**config.mk**
```make
export PLATFORM = sky130hd
export DESIGN_NAME = tx_ampl_ramp
export DESIGN_NICKNAME = d
export VERILOG_FILES = /design/src/rtl/tx_ampl_ramp.sv
export SDC_FILE = /design/constraint.sdc
export NUM_CORES = 1
export LEC_CHECK = 0
export CAP_MARGIN = 0
export CORE_MARGIN = 8
export CORE_UTILIZATION = 35
export DETAILED_ROUTE_END_ITERATION = 10
export GPL_ROUTABILITY_DRIVEN = 0
export PLACE_DENSITY = 0.48
export SKIP_LAST_GASP = 1
export SYNTH_ARGS = -nofsm -noshare
export SYNTH_HDL_FRONTEND = slang
export SYNTH_SLANG_ARGS = --single-unit
```
**constraint.sdc**
```tcl
create_clock -name clk -period 7.2 [get_ports clk]
set_clock_uncertainty 0.2 [all_clocks]
set_input_delay 0.72 -clock clk [delete_from_list [all_inputs] [get_ports clk]]
set_output_delay 0.72 -clock clk [all_outputs]
set_load 0.02 [all_outputs]
```
**src/rtl/tx_ampl_ramp.sv**
```systemverilog
// rtl/tx_ampl_ramp.sv - TX burst amplitude ramp shaper (4-state gain FSM + 2-stage I/Q gain multiply)
// Optional: define TX_RAMP_SAT_EN to saturate the scaled output instead of wrapping.
module tx_ampl_ramp #(
    parameter int W  = 16,
    parameter int GW = 16
) (
    input  logic          clk,
    input  logic          reset_b,
    input  logic          tx_en,
    input  logic [W-1:0]  sig_i,
    input  logic [W-1:0]  sig_q,
    input  logic [GW-1:0] gain,
    input  logic [GW-1:0] ramp_step,
    output logic [W-1:0]  out_i,
    output logic [W-1:0]  out_q,
    output logic          out_valid,
    output logic [1:0]    state,
    output logic          burst_done
);

    typedef enum logic [1:0] {
        S_IDLE      = 2'd0,
        S_RAMP_UP   = 2'd1,
        S_HOLD      = 2'd2,
        S_RAMP_DOWN = 2'd3
    } state_t;

    localparam int PW = W + GW + 1;

    state_t          r_state;
    logic [GW-1:0]   r_gain_cur;
    logic [GW-1:0]   r_gain_lat;
    logic            r_burst_done;

    logic [W-1:0]    r_s1_i;
    logic [W-1:0]    r_s1_q;
    logic [GW-1:0]   r_s1_g;
    logic            r_s1_v;

    logic [GW-1:0]   w_step_eff;
    logic [GW:0]     w_up_sum;
    logic [GW-1:0]   w_up_next;
    logic [GW-1:0]   w_dn_next;
    logic signed [PW-1:0] w_prod_i;
    logic signed [PW-1:0] w_prod_q;
    logic [W-1:0]    w_red_i;
    logic [W-1:0]    w_red_q;

    assign state      = r_state;
    assign burst_done = r_burst_done;

    // A zero step would stall a ramp forever, so it is promoted to 1 LSB.
    assign w_step_eff = (ramp_step == '0) ? {{(GW-1){1'b0}}, 1'b1} : ramp_step;

    // Up-step is computed one bit wider so gain_cur + step cannot wrap past gain_lat.
    assign w_up_sum  = {1'b0, r_gain_cur} + {1'b0, w_step_eff};
    assign w_up_next = (w_up_sum >= {1'b0, r_gain_lat}) ? r_gain_lat : w_up_sum[GW-1:0];
    assign w_dn_next = (r_gain_cur > w_step_eff) ? (r_gain_cur - w_step_eff) : '0;

    // Gain envelope FSM; tx_en changes take priority over the ramp step in both ramp states.
    always_ff @(posedge clk or negedge reset_b) begin
        if (!reset_b) begin
            r_state      <= S_IDLE;
            r_gain_cur   <= '0;
            r_gain_lat   <= '0;
            r_burst_done <= 1'b0;
        end else begin
            r_burst_done <= 1'b0;
            case (r_state)
                S_IDLE: begin
                    r_gain_cur <= '0;
                    if (tx_en) begin
                        r_gain_lat <= gain;
                        r_state    <= S_RAMP_UP;
                    end
                end
                S_RAMP_UP: begin
                    if (!tx_en) begin
                        r_state <= S_RAMP_DOWN;
                    end else begin
                        r_gain_cur <= w_up_next;
                        if (w_up_next == r_gain_lat) begin
                            r_state <= S_HOLD;
                        end
                    end
                end
                S_HOLD: begin
                    if (!tx_en) begin
                        r_state <= S_RAMP_DOWN;
                    end
                end
                S_RAMP_DOWN: begin
                    if (tx_en) begin
                        r_state <= S_RAMP_UP;
                    end else begin
                        r_gain_cur <= w_dn_next;
                        if (w_dn_next == '0) begin
                            r_state      <= S_IDLE;
                            r_burst_done <= 1'b1;
                        end
                    end
                end
                default: begin
                    r_state <= S_IDLE;
                end
            endcase
        end
    end

    // Stage 1: align each sample with the gain value and burst flag present on the same edge.
    always_ff @(posedge clk or negedge reset_b) begin
        if (!reset_b) begin
            r_s1_i <= '0;
            r_s1_q <= '0;
            r_s1_g <= '0;
            r_s1_v <= 1'b0;
        end else begin
            r_s1_i <= sig_i;
            r_s1_q <= sig_q;
            r_s1_g <= r_gain_cur;
            r_s1_v <= (r_state != S_IDLE);
        end
    end

    // Signed sample times unsigned Q2.14 gain; both operands widened to the full product width.
    assign w_prod_i = $signed({{(GW+1){r_s1_i[W-1]}}, r_s1_i}) * $signed({{(W+1){1'b0}}, r_s1_g});
    assign w_prod_q = $signed({{(GW+1){r_s1_q[W-1]}}, r_s1_q}) * $signed({{(W+1){1'b0}}, r_s1_g});

`ifdef TX_RAMP_SAT_EN
    logic w_unused_frac;
    assign w_unused_frac = ^{w_prod_i[13:0], w_prod_q[13:0]};

    // Clamp when the bits above the output sign bit disagree with the product sign.
    assign w_red_i = (w_prod_i[PW-1:W+13] == {(GW-12){w_prod_i[PW-1]}}) ? w_prod_i[W+13:14] :
                     (w_prod_i[PW-1] ? {1'b1, {(W-1){1'b0}}} : {1'b0, {(W-1){1'b1}}});
    assign w_red_q = (w_prod_q[PW-1:W+13] == {(GW-12){w_prod_q[PW-1]}}) ? w_prod_q[W+13:14] :
                     (w_prod_q[PW-1] ? {1'b1, {(W-1){1'b0}}} : {1'b0, {(W-1){1'b1}}});
`else
    logic w_unused_bits;
    assign w_unused_bits = ^{w_prod_i[13:0], w_prod_q[13:0], w_prod_i[PW-1:W+14], w_prod_q[PW-1:W+14]};

    // Arithmetic shift by 14 then keep the low W bits: two's-complement wrap on overflow.
    assign w_red_i = w_prod_i[W+13:14];
    assign w_red_q = w_prod_q[W+13:14];
`endif

    // Stage 2: register the reduced products and the delayed burst flag.
    always_ff @(posedge clk or negedge reset_b) begin
        if (!reset_b) begin
            out_i     <= '0;
            out_q     <= '0;
            out_valid <= 1'b0;
        end else begin
            out_i     <= w_red_i;
            out_q     <= w_red_q;
            out_valid <= r_s1_v;
        end
    end

endmodule

```
# == Word level (Yosys, flattened, before mapping) ==
# Cells that the tools add are included.
# word_totals
register_bits,117
latchBits,0
ram_bits,0
romBits,0
inputBits,67
out_inout_bits,36
n_memories,0
# op_classes
add_sub_neg,2
multipliers,2
div_mod_pow,0
order_cmp,2
n_eq_ne,10
shifts,0
muxes,16
n_bitwise,0
reduce_logical,8
# op_table
operator,count
16-bit 2-to-1 mux,5
16-bit by 17-bit multiplier with 30-bit output,2
16-bit one-hot mux with 3 select lines,1
16-bit zero test,2
16-bit by 16-bit adder with 17-bit output,1
17-bit by 16-bit greater-or-equal comparator with 1-bit output,1
16-bit == test,1
16-bit greater-than comparator,1
16-bit subtractor,1
2-bit 2-to-1 mux,6
2-bit inequality test (second input constant),4
2-bit one-hot mux with 4 select lines,1
3-bit inequality test (second input constant),2
2-bit == test (second input constant),2
4-bit AND reduction,1
1-bit 2-to-1 mux,3
3-bit AND reduction,1
3-bit nonzero test,1
2-bit by 1-bit == test with 1-bit output (second input constant),1
2-bit zero test,1
2-bit AND reduction,1
2-bit nonzero test,1

# == Depth between registers and ports, before layout ==
# Gate-level depths: netlist of run 1.
# logic_depth
depth_word,9
mapped_depth,24
depth_no_buf,23

# == Least setup slack after synthesis of run 1 ==
# OpenSTA, ideal clock, no wires.
# synth_timing
path_type,flip-flop to flip-flop
from,reg r_s1_i[1]
to,reg out_i[14]
arrival_time_ns,5.991
required_time_ns,6.874
slack_ns,0.883
stages_incl_launch_ff,24
path_buffers,1
cell_sequence,dfrtp_1 > clkbuf_1 > nand2_1 > fa_1 > inv_1 > fa_1 > inv_1 > fa_1 > inv_1 > fa_1 > inv_1 > fa_1 > inv_1 > fa_1 > ha_1 > a211oi_1 > nor2_1 > a2111oi_0 > o31ai_1 > a31oi_1 > nor2b_1 > o21a_1 > o21ai_0 > a21oi_1
# synth_between
elab_chain_cells,1
# synth_rtl
element,line_no,rtl
from (decl),35,logic [W-1:0] r_s1_i;
from (signal assigned),118,r_s1_i <= sig_i;
16-bit by 17-bit multiplier with 30-bit output,126,"assign w_prod_i = $signed({{(GW+1){r_s1_i[W-1]}}, r_s1_i}) * $signed({{(W+1){1'b0}}, r_s1_g});"
named net w_prod_i[28],44,logic signed [PW-1:0] w_prod_i;
to (signal assigned),154,out_i <= w_red_i;
to (decl),14,"output logic [W-1:0] out_i,"
# The timed path passes the listed nets, and every way through them passes these cells.
# A chain may end at the register's enable or synchronous reset.

# == Final worst setup path of run 1 ==
# layout_timing
from,reg r_s1_i[3]
to,reg out_i[14]
# Same word-level chain as after synthesis.

==> results of run 1 <==
## area by class of cell
type                       count  area [sq um]  share of cell area (%)
timing repair buffer         158          1443                   5.720
clock buffer                  18         429.2                   1.702
sequential                   117          2943                   11.67
clock inverter                14         152.6                  0.6053
tap                          855          1070                   4.242
inverter                     532          1997                   7.918
multi-input combinational   1699         17190                   68.14
## sequential cells by signal, indices dropped and copies added (netlist names)
signal,count
out_valid,1
r_gain_lat,16
out_q,16
r_gain_cur,16
r_s1_g,16
r_s1_i,16
r_s1_q,16
state,2
out_i,16
burst_done,1
r_s1_v,1
## what timing repair did
item | 4_1_cts | 5_1_grt
setup endpoints to repair | 0 | 7
gates resized for setup | 0 | 12
endpoints found under the hold margin | 0 | 0
## layout by cell type (no fill, tap or decap), types with 4 or more instances in the layout
| cell type | instances |
|---|---|
| sky130_fd_sc_hd__o31a_1 | 5 |
| sky130_fd_sc_hd__nand4_1 | 12 |
| sky130_fd_sc_hd__nand3_1 | 13 |
| sky130_fd_sc_hd__a31oi_1 | 9 |
| sky130_fd_sc_hd__o31ai_1 | 4 |
| sky130_fd_sc_hd__mux2_1 | 9 |
| sky130_fd_sc_hd__dfrtp_1 | 105 |
| sky130_fd_sc_hd__xor2_1 | 12 |
| sky130_fd_sc_hd__nand2_1 | 299 |
| sky130_fd_sc_hd__mux2_2 | 25 |
| sky130_fd_sc_hd__nor3_1 | 26 |
| sky130_fd_sc_hd__inv_1 | 531 |
| sky130_fd_sc_hd__clkdlybuf4s50_1 | 101 |
| sky130_fd_sc_hd__dfrtp_2 | 12 |
| sky130_fd_sc_hd__and2_1 | 210 |
| sky130_fd_sc_hd__clkbuf_16 | 17 |
| sky130_fd_sc_hd__nor2b_1 | 15 |
| sky130_fd_sc_hd__fa_1 | 388 |
| sky130_fd_sc_hd__nand2b_1 | 30 |
| sky130_fd_sc_hd__a211oi_2 | 5 |
| sky130_fd_sc_hd__a221o_1 | 4 |
| sky130_fd_sc_hd__buf_4 | 56 |
| sky130_fd_sc_hd__nor4_1 | 6 |
| sky130_fd_sc_hd__and3_1 | 9 |
| sky130_fd_sc_hd__a21o_1 | 19 |
| sky130_fd_sc_hd__ha_1 | 255 |
| sky130_fd_sc_hd__nor2_1 | 87 |
| sky130_fd_sc_hd__a221oi_1 | 4 |
| sky130_fd_sc_hd__or3_1 | 8 |
| sky130_fd_sc_hd__a21oi_1 | 55 |
| sky130_fd_sc_hd__a2111oi_0 | 4 |
| sky130_fd_sc_hd__o21ai_0 | 32 |
| sky130_fd_sc_hd__a32oi_1 | 6 |
| sky130_fd_sc_hd__xnor2_1 | 60 |
| sky130_fd_sc_hd__a211oi_1 | 15 |
| sky130_fd_sc_hd__o21a_1 | 8 |
## how the worst max path moves through the flow
stage                             start                  end  slack, ns  cells after the start
finish              r_s1_i[3]$_DFF_PN0_  out_i[14]$_DFF_PN0_       0.39                     24
global route        r_s1_g[3]$_DFF_PN0_  out_q[15]$_DFF_PN0_       0.02                     21
detailed placement  r_s1_g[8]$_DFF_PN0_  out_i[14]$_DFF_PN0_       0.19                     24
global placement    r_s1_g[8]$_DFF_PN0_  out_i[14]$_DFF_PN0_       0.22                     24
floorplan           r_s1_i[1]$_DFF_PN0_  out_i[14]$_DFF_PN0_       0.88                     23
CTS                 r_s1_g[8]$_DFF_PN0_  out_i[14]$_DFF_PN0_       0.17                     24
## cell families after synthesis
kind of cell             Yosys count
AND/OR/NAND/NOR                  733
buffers and inverters            650
adder cells (fa/ha/maj)          643
AO/OA/AOI/OAI                    216
flip-flops                       117
XOR/XNOR                          72
multiplexers                      35
## worst max-delay path: stages (launching register included)
cell and delay [ns]:
sky130_fd_sc_hd__dfrtp_1 0.67, sky130_fd_sc_hd__nand2_1 0.14, sky130_fd_sc_hd__fa_1 0.49, sky130_fd_sc_hd__inv_1 0.05, sky130_fd_sc_hd__fa_1 0.53, sky130_fd_sc_hd__inv_1 0.06
sky130_fd_sc_hd__fa_1 0.50, sky130_fd_sc_hd__inv_1 0.06, sky130_fd_sc_hd__fa_1 0.52, sky130_fd_sc_hd__inv_1 0.05, sky130_fd_sc_hd__fa_1 0.47, sky130_fd_sc_hd__inv_1 0.05
sky130_fd_sc_hd__fa_1 0.43, sky130_fd_sc_hd__ha_1 0.32, sky130_fd_sc_hd__a211oi_1 0.26, sky130_fd_sc_hd__nor2_1 0.11, sky130_fd_sc_hd__a2111oi_0 0.46, sky130_fd_sc_hd__buf_4 0.20
sky130_fd_sc_hd__o31ai_1 0.07, sky130_fd_sc_hd__buf_4 0.17, sky130_fd_sc_hd__a31oi_1 0.34, sky130_fd_sc_hd__nor2b_1 0.11, sky130_fd_sc_hd__o21a_1 0.20, sky130_fd_sc_hd__o21ai_0 0.15
sky130_fd_sc_hd__a21oi_1 0.08
## metal layers
layer / track usage [%] / vias to the layer above
met1: 21.89 / 8639
met3: 2.487 / 85
li1: - / 7660
met2: 31.17 / 401
met4: 6.119 / 0
met5: 0 / -
## through the flow
stage	cells	utilization [%]	instance area, sq um	setup WS, ns	hold WS [ns]
2_1_floorplan	2466	-	22580	0.8834	0.1312
3_3_place_gp	3361	38.40	24620	0.2183	0.1437
3_5_place_dp	3361	38.40	24620	0.1863	0.1441
4_1_cts	3393	39.31	25200	0.1680	0.04535
5_1_grt	3393	39.33	25220	0.01755	0.09459
6_report	3393	39.33	25220	0.3899	0.04565
==> results.json, run 1 <==
{
  "largest_family_of_logic_cells_by_synthesized_area": "adder cells",
  "buffer_ports.inserted": 102,
  "worst_hold_path_type": "in -> async",
  "synthTopCellsByCount": "sky130_fd_sc_hd__inv_1, sky130_fd_sc_hd__fa_1, sky130_fd_sc_hd__nand2_1",
  "antenna_found_initial": 1,
  "finalWirelength_microns": 62310,
  "synth.distinct_cells": 76,
  "ff2ff_setup_slack_ns": 0.39,
  "unrepaired_setup_endpoints_after_global_routing": "no",
  "worstSkewPairLatency_ns": 0.50,
  "synth-warning-count": 0,
  "grt.overflow.total": 0,
  "cts_made_buffers": 17,
  "die-width_microns": 270.0,
  "xor_and_xnor_area_share_after_synthesis_pct": 2.792,
  "holdBufCountCts": 0,
  "ys.flop_type": "sky130_fd_sc_hd__dfrtp_1",
  "synthesis.instances": 2466,
  "path_class": "reg -> reg",
  "met3_length_microns": 2563,
  "postSynthAreaPerCell_sq_um": 9.158,
  "finalHoldViolations": 0,
  "crit_path_end_kind": "register",
  "die_area_sq_mm": 0.07291,
  "clock-root-buffer": "sky130_fd_sc_hd__clkbuf_16",
  "maxClockFrequency_ghz": 0.1468,
  "die_h_microns": 270.0,
  "muxShareOfSynthArea_pct": 1.740,
  "regToRegEndpoint": "out_i[14]$_DFF_PN0_",
  "post-route-period-util_pct": 94.58,
  "synth_seq_cells": 117,
  "postSynthNetCount": 3176,
  "fin_setup_tns_ns": 0,
  "rows": 93,
  "worst-r2r-cell-count": 24,
  "clock_tree_from_tritoncts": "yes",
  "initial_util_pct": 35.22,
  "max-clock-path-buffers": 2,
  "yosys.area.top_type_share_pct": 34.40,
  "synth-adder-area-share_pct": 48.52,
  "synth_sequential_area_ratio_pct": 12.96,
  "timing_max_transition_violations_final": 0,
  "num_vias": 16790,
  "antenna_cells": 0,
  "n_fill_cell": 6468,
  "wire_length_of_the_first_global_routing_pass_microns": 101400,
  "max_capacitance_violation_total": 0,
  "met2WireLength_microns": 31640,
  "detail-route-antenna-nets": 0,
  "critPathLaunchType": "register",
  "synth-compound-area-share_pct": 6.859,
  "wirelength_met1_microns": 26380,
  "syn_area_sq_mm": 0.02258,
  "synthSimpleGateAreaFrac_pct": 16.13,
  "count_of_pins_on_the_block_boundary": 103,
  "cts.htree.levels": 4,
  "r2r_path_start": "r_s1_i[3]$_DFF_PN0_",
  "path_clk_slew_ns": 0.07,
  "pin_count_of_the_biggest_net_entering_global_routing": 67,
  "min_period_ns": 6.810,
  "cp_data_arrival_time_ns": 6.99,
  "top_routing_layer_in_use": "met4",
  "timing_worst_slew_pin_value_ns": 0.9442,
  "firstDrtPassIters": 7,
  "grt_pass1_vias": 18400,
  "core_sq_mm": 0.06412,
  "asyncSetResetFlopFracSynth_pct": 100.0,
  "synthToLayoutAreaGrowth_pct": 11.67,
  "drt-vias-per-instance": 4.947,
  "wire_per_inst_microns": 18.36,
  "groute.usage.overall_pct": 17.66,
  "finish.net_count": 3235,
  "post-cts-setup-buffers": 0,
  "drc_errors": 0,
  "drt_iter0_markers": 916,
  "detailedPlacementHpwl_microns": 50170,
  "maxSlewHeadroom_pct": 37.06,
  "crit_fanout": 12,
  "synth.most_common_cell": "sky130_fd_sc_hd__inv_1",
  "synth_top_cells_by_area": "sky130_fd_sc_hd__fa_1, sky130_fd_sc_hd__ha_1, sky130_fd_sc_hd__dfrtp_1",
  "result_of_the_run": "finished clean",
  "drive_gt1_share_pct": 6.028,
  "yosys.area.top_type": "sky130_fd_sc_hd__fa_1",
  "setup_violations": 0,
  "synth_enable_flop_cells": 0,
  "cp_required_ns": 7.38,
  "clock_sink_count": 117
}
Power of run 1 is not shown: default switching activity piles up to over one toggle a cycle in this logic, so the estimate is an artifact.
==> run 2: changes to the inputs <==
--- a/config.mk
+++ b/config.mk
@@ -10,7 +10,6 @@
 export CORE_UTILIZATION = 35
 export DETAILED_ROUTE_END_ITERATION = 10
 export GPL_ROUTABILITY_DRIVEN = 0
-export PLACE_DENSITY = 0.48
 export SKIP_LAST_GASP = 1
 export SYNTH_ARGS = -nofsm -noshare
 export SYNTH_HDL_FRONTEND = slang
==> run 2 against run 1 <==
Against the previous run: maximum frequency is 0.42% lower; final area hardly changed; cell count hardly changed; highest routed layer unchanged.
==> results.json, run 2 (synthesized netlist as in run 1, its figures left out) <==
{
  "result_of_the_run": "finished clean",
  "die_h_microns": 270.0,
  "drt_iter0_markers": 910,
  "pin_count_of_the_biggest_net_entering_global_routing": 67,
  "cpLargestDelayFamily": "adder cells",
  "grt_pass1_vias": 18620,
  "critical-path-max-stage-delay_ns": 0.64,
  "groute.usage.overall_pct": 17.04,
  "critPathLaunchType": "register",
  "finalWirelength_microns": 60450,
  "grt.overflow.total": 0,
  "die_area_sq_mm": 0.07291,
  "finalCoreUtilization_pct": 39.37,
  "synthToLayoutAreaGrowth_pct": 11.78,
  "cts_made_buffers": 17,
  "wire_length_of_the_first_global_routing_pass_microns": 98380,
  "setup_violations": 0,
  "buffer_ports.inserted": 102,
  "cts.htree.levels": 4,
  "min_period_ns": 6.839,
  "antenna_found_initial": 5,
  "worstSkewPairLatency_ns": 0.50,
  "wire_per_inst_microns": 17.83,
  "die-width_microns": 270.0,
  "detail-route-antenna-nets": 0,
  "cp_num_buf_inv": 3,
  "timing_max_transition_violations_final": 0,
  "rows": 93,
  "cp_required_ns": 7.37,
  "fin_setup_tns_ns": 0,
  "clock_sink_count": 117,
  "layout.cells.most_common": "sky130_fd_sc_hd__inv_1",
  "maxClockFrequency_ghz": 0.1462,
  "max-clock-path-buffers": 2,
  "finish.net_count": 3231,
  "timing_worst_slew_pin_value_ns": 0.9596,
  "count_of_pins_on_the_block_boundary": 103,
  "finalHoldViolations": 0,
  "crit_path_frequent_cell": "sky130_fd_sc_hd__fa_1",
  "clock-root-buffer": "sky130_fd_sc_hd__clkbuf_16",
  "path_clk_slew_ns": 0.06,
  "path_class": "reg -> reg",
  "clock_tree_from_tritoncts": "yes",
  "n_fill_cell": 6345,
  "unrepaired_setup_endpoints_after_global_routing": "no",
  "post-route-period-util_pct": 94.98,
  "drt-vias-per-instance": 5.019,
  "initial_util_pct": 35.22,
  "cp_data_arrival_time_ns": 7.01,
  "crit_path_end_kind": "register",
  "final_cell_mix": "sky130_fd_sc_hd__inv_1, sky130_fd_sc_hd__fa_1, sky130_fd_sc_hd__nand2_1",
  "firstDrtPassIters": 6,
  "maxSlewHeadroom_pct": 36.02,
  "drive_gt1_share_pct": 5.722,
  "worst_hold_path_type": "reg -> reg",
  "max_capacitance_violation_total": 0,
  "core_sq_mm": 0.06412,
  "drc_errors": 0,
  "cp_slowest_cell": "sky130_fd_sc_hd__dfrtp_1",
  "critical_path.cell_chain": "buf_4 -> buf_4 -> nand2_1 -> fa_1 -> fa_1 -> fa_1 -> fa_1 -> inv_1 -> fa_1 -> fa_1 -> ha_1 -> a21o_1 -> a21o_1 -> a221o_1 -> a221o_1 -> a31oi_1 -> nor2b_1 -> o21a_1 -> o21ai_0 -> a21oi_1",
  "crit_fanout": 19,
  "detailedPlacementHpwl_microns": 48500,
  "num_vias": 17020
}
==> run 2: changes by cell type in the layout (fill, tap and decap cells not counted), moves of 2 or more <==
cell and change:
sky130_fd_sc_hd__buf_6 +2, sky130_fd_sc_hd__buf_12 +2, sky130_fd_sc_hd__dfrtp_1 +4, sky130_fd_sc_hd__clkinv_2 -3
sky130_fd_sc_hd__dfrtp_2 -4, sky130_fd_sc_hd__clkinv_4 +2, sky130_fd_sc_hd__buf_4 -9
==> run 2: final timing paths <==
check	slack, ns	startpoint	cells after the start	endpoint
min in group asynchronous	0.54	reset_b	2	r_gain_lat[8]$_DFFE_PN0P_
max in group asynchronous	4.83	reset_b	3	r_s1_i[3]$_DFF_PN0_
max reg2reg	0.36	r_s1_g[10]$_DFF_PN0_	20	out_i[14]$_DFF_PN0_
min reg2reg	0.16	r_s1_v$_DFF_PN0_	0	out_valid$_DFF_PN0_
min	0.16	r_s1_v$_DFF_PN0_	0	out_valid$_DFF_PN0_
max	0.36	r_s1_g[10]$_DFF_PN0_	20	out_i[14]$_DFF_PN0_
==> run 2: timing repair <==
item,4_1_cts,5_1_grt
setup buffers,0,0
hold endpoints to repair,15,0
hold buffers,1,0
resized for setup,0,12
setup endpoints to repair,0,9
==> run 2: per-layer routing <==
metal,share of wire (%),up-vias,track usage [%],wire length (microns)
met4,3.6,0,7.932,2161
li1,-,7650,-,-
met2,50,487,29.47,30460
met1,41,8753,21.00,24880
met5,0,-,0,0
met3,4.9,126,2.133,2948
==> run 2: stage by stage <==
| stage | hold slack (ns) | instances | setup WS (ns) | cell area [sq um] |
|---|---|---|---|---|
| finish | 0.1558 | 3390 | 0.3613 | 25240 |
| global route | 0.1691 | 3389 | 0.008130 | 25240 |
| CTS | 0.1576 | 3389 | 0.1129 | 25220 |
| detailed placement | 0.1380 | 3356 | 0.1396 | 24610 |
| global placement | 0.1423 | 3356 | 0.2003 | 24610 |
| floorplan | 0.1312 | 2466 | 0.8834 | 22580 |
==> run 2: layout make-up <==
cell class / instances / area (sq um) / share of cell area [%]
Tap cell: 855 / 1070 / 4.238
Timing Repair Buffer: 154 / 1448 / 5.735
Multi-Input combinational cell: 1699 / 17190 / 68.10
Inverter: 532 / 1997 / 7.911
Antenna cell: 1 / 2.502 / 0.009913
Clock inverter: 14 / 167.7 / 0.6642
Clock buffer: 18 / 429.2 / 1.700
Sequential cell: 117 / 2938 / 11.64
Power of run 2 is left out for the same reason.
==> run 3: changes to the inputs <==
--- a/config.mk
+++ b/config.mk
@@ -7,9 +7,10 @@
 export LEC_CHECK = 0
 export CAP_MARGIN = 0
 export CORE_MARGIN = 8
-export CORE_UTILIZATION = 35
+export CORE_UTILIZATION = 64
 export DETAILED_ROUTE_END_ITERATION = 10
 export GPL_ROUTABILITY_DRIVEN = 0
+export PLACE_DENSITY = 0.82
 export SKIP_LAST_GASP = 1
 export SYNTH_ARGS = -nofsm -noshare
 export SYNTH_HDL_FRONTEND = slang
==> run 3 against run 2 <==
Against the previous run: final area decreased by 2.4%; routed wire length decreased by 5.0%; via count increased by 2.5%; first-iteration DRC count increased by 51%; critical path depth increased by 3; highest routed layer unchanged.
==> results.json, run 3 (synthesized netlist as in run 1, its figures left out) <==
{
  "result_of_the_run": "finished clean",
  "regToRegEndpoint": "out_q[15]$_DFF_PN0_",
  "finalHoldViolations": 0,
  "path_clk_slew_ns": 0.07,
  "n_fill_cell": 2558,
  "clock-root-buffer": "sky130_fd_sc_hd__clkbuf_16",
  "max-clock-path-buffers": 2,
  "groute.usage.overall_pct": 29.39,
  "cts_made_buffers": 17,
  "detailedPlacementHpwl_microns": 45850,
  "timing_worst_slew_pin_value_ns": 1.092,
  "clock_sink_count": 117,
  "rows": 69,
  "die_h_microns": 203.8,
  "dp_slack_ns": 0.2229,
  "antenna_cells": 0,
  "dp_cells": 2956,
  "grt.overflow.total": 0,
  "finalCoreUtilization_pct": 70.14,
  "grt_most_used_layer": "met2",
  "crit_path_frequent_cell": "sky130_fd_sc_hd__fa_1",
  "grt_pass1_vias": 19460,
  "core_sq_mm": 0.03514,
  "synthToLayoutAreaGrowth_pct": 9.131,
  "antenna_found_initial": 0,
  "r2r_path_start": "r_s1_g[8]$_DFF_PN0_",
  "drt-vias-per-instance": 5.837,
  "finalWirelength_microns": 57410,
  "wire_per_inst_microns": 19.21,
  "cp_data_arrival_time_ns": 7.02,
  "setup_violations": 0,
  "cp_slowest_cell": "sky130_fd_sc_hd__dfrtp_1",
  "globalRouteMet3Util_pct": 5.151,
  "maxSlewHeadroom_pct": 27.23,
  "layout.cells.most_common": "sky130_fd_sc_hd__inv_1",
  "num_vias": 17440,
  "critical-path-max-stage-delay_ns": 0.60,
  "finish.net_count": 3224,
  "critPathLaunchType": "register",
  "post-cts-setup-buffers": 0,
  "buffer_ports.inserted": 102,
  "critical_path.cell_chain": "buf_4 -> nand2_1 -> fa_1 -> inv_1 -> fa_1 -> inv_1 -> fa_1 -> inv_1 -> fa_1 -> inv_1 -> fa_1 -> inv_1 -> fa_1 -> ha_1 -> a21oi_1 -> o21ai_0 -> a31oi_2 -> a31oi_1 -> o31a_1 -> a41o_1 -> nor4_1 -> nor3_1 -> xnor2_1",
  "unrepaired_setup_endpoints_after_global_routing": "no",
  "clock_tree_from_tritoncts": "yes",
  "wire_length_of_the_first_global_routing_pass_microns": 96340,
  "detail-route-antenna-nets": 0,
  "firstDrtPassIters": 5,
  "cts.htree.levels": 4,
  "die-width_microns": 203.8,
  "worst_hold_path_type": "in -> async",
  "ff2ff_setup_slack_ns": 0.33,
  "min_period_ns": 6.873,
  "post-route-period-util_pct": 95.46,
  "final_cell_mix": "sky130_fd_sc_hd__inv_1, sky130_fd_sc_hd__fa_1, sky130_fd_sc_hd__nand2_1",
  "pin_count_of_the_biggest_net_entering_global_routing": 79,
  "drive_gt1_share_pct": 5.896,
  "die_area_sq_mm": 0.04155,
  "finish.cell_count_without_fillers": 2988,
  "cp_required_ns": 7.35,
  "maxClockFrequency_ghz": 0.1455,
  "drc_errors": 0,
  "fin_setup_tns_ns": 0,
  "max_capacitance_violation_total": 0,
  "crit_fanout": 14,
  "groute.layer.met1.usage_pct": 34.20,
  "worstSkewPairLatency_ns": 0.47,
  "number_of_cells_upsized_or_downsized_after_cts": 0,
  "min_setup_slack_post_route_ns": 0.3265,
  "timing_max_transition_violations_final": 0,
  "crit_path_end_kind": "register",
  "holdBufCountCts": 0,
  "initial_util_pct": 64.27,
  "count_of_pins_on_the_block_boundary": 103,
  "drt_iter0_markers": 1375,
  "grt_use_met2_pct": 50.02,
  "worst-r2r-cell-count": 23,
  "path_class": "reg -> reg"
}
[run 3: cell count changes in the layout (fill, tap and decap cells not counted), sizes merged]
cell | previous run | this run
inv | 537 | 534
clkbuf | 18 | 20
diode | 1 | 0
clkinvlp | 2 | 3
dlygate4sd3 | 1 | 0
buf | 52 | 46
[run 3: final cells by class]
| class | instances | area [sq um] | share of cell area, % |
|---|---|---|---|
| Sequential cell | 117 | 2953 | 11.98 |
| Inverter | 532 | 1997 | 8.103 |
| Clock inverter | 12 | 128.9 | 0.5229 |
| Clock buffer | 20 | 446.7 | 1.812 |
| Tap cell | 461 | 576.8 | 2.340 |
| Multi-Input combinational cell | 1699 | 17190 | 69.74 |
| Timing Repair Buffer | 147 | 1356 | 5.503 |
[run 3: worst max path at each step]
stage                                     from  slack, ns             endpoint  cells past startpoint
after floorplan            r_s1_i[1]$_DFF_PN0_       0.88  out_i[14]$_DFF_PN0_                     23
after global placement    r_s1_g[10]$_DFF_PN0_       0.42  out_i[14]$_DFF_PN0_                     24
after detailed placement  r_s1_g[10]$_DFF_PN0_       0.22  out_i[13]$_DFF_PN0_                     24
after CTS                 r_s1_g[10]$_DFF_PN0_       0.15  out_i[13]$_DFF_PN0_                     24
after global routing       r_s1_g[8]$_DFF_PN0_       0.06  out_q[15]$_DFF_PN0_                     23
final                      r_s1_g[8]$_DFF_PN0_       0.33  out_q[15]$_DFF_PN0_                     23
[run 3: layer usage]
metal / vias to the layer above / routed length (microns)
li1: 7635 / -
met3: 288 / 4270
met4: 0 / 4056
met2: 880 / 28560
met5: - / 0
met1: 8639 / 20520
[run 3: worst max-delay path: cells and delay by family, from the launching register on]
kind | cells | cell delay [ns]
compound gates | 6 | 1.57
buf+inv | 6 | 0.56
simple gates | 3 | 0.43
fa+ha+maj | 7 | 3.26
xor+xnor | 1 | 0.13
flops | 1 | 0.60
[run 3: through the flow]
step                hold WS (ns)  cell area, sq um
finish                   0.03409             24640
global route             0.07900             24640
CTS                      0.05100             24620
detailed placement        0.1372             24040
global placement          0.1400             24040
floorplan                 0.1312             22580
Power of run 3 is left out for the same reason.
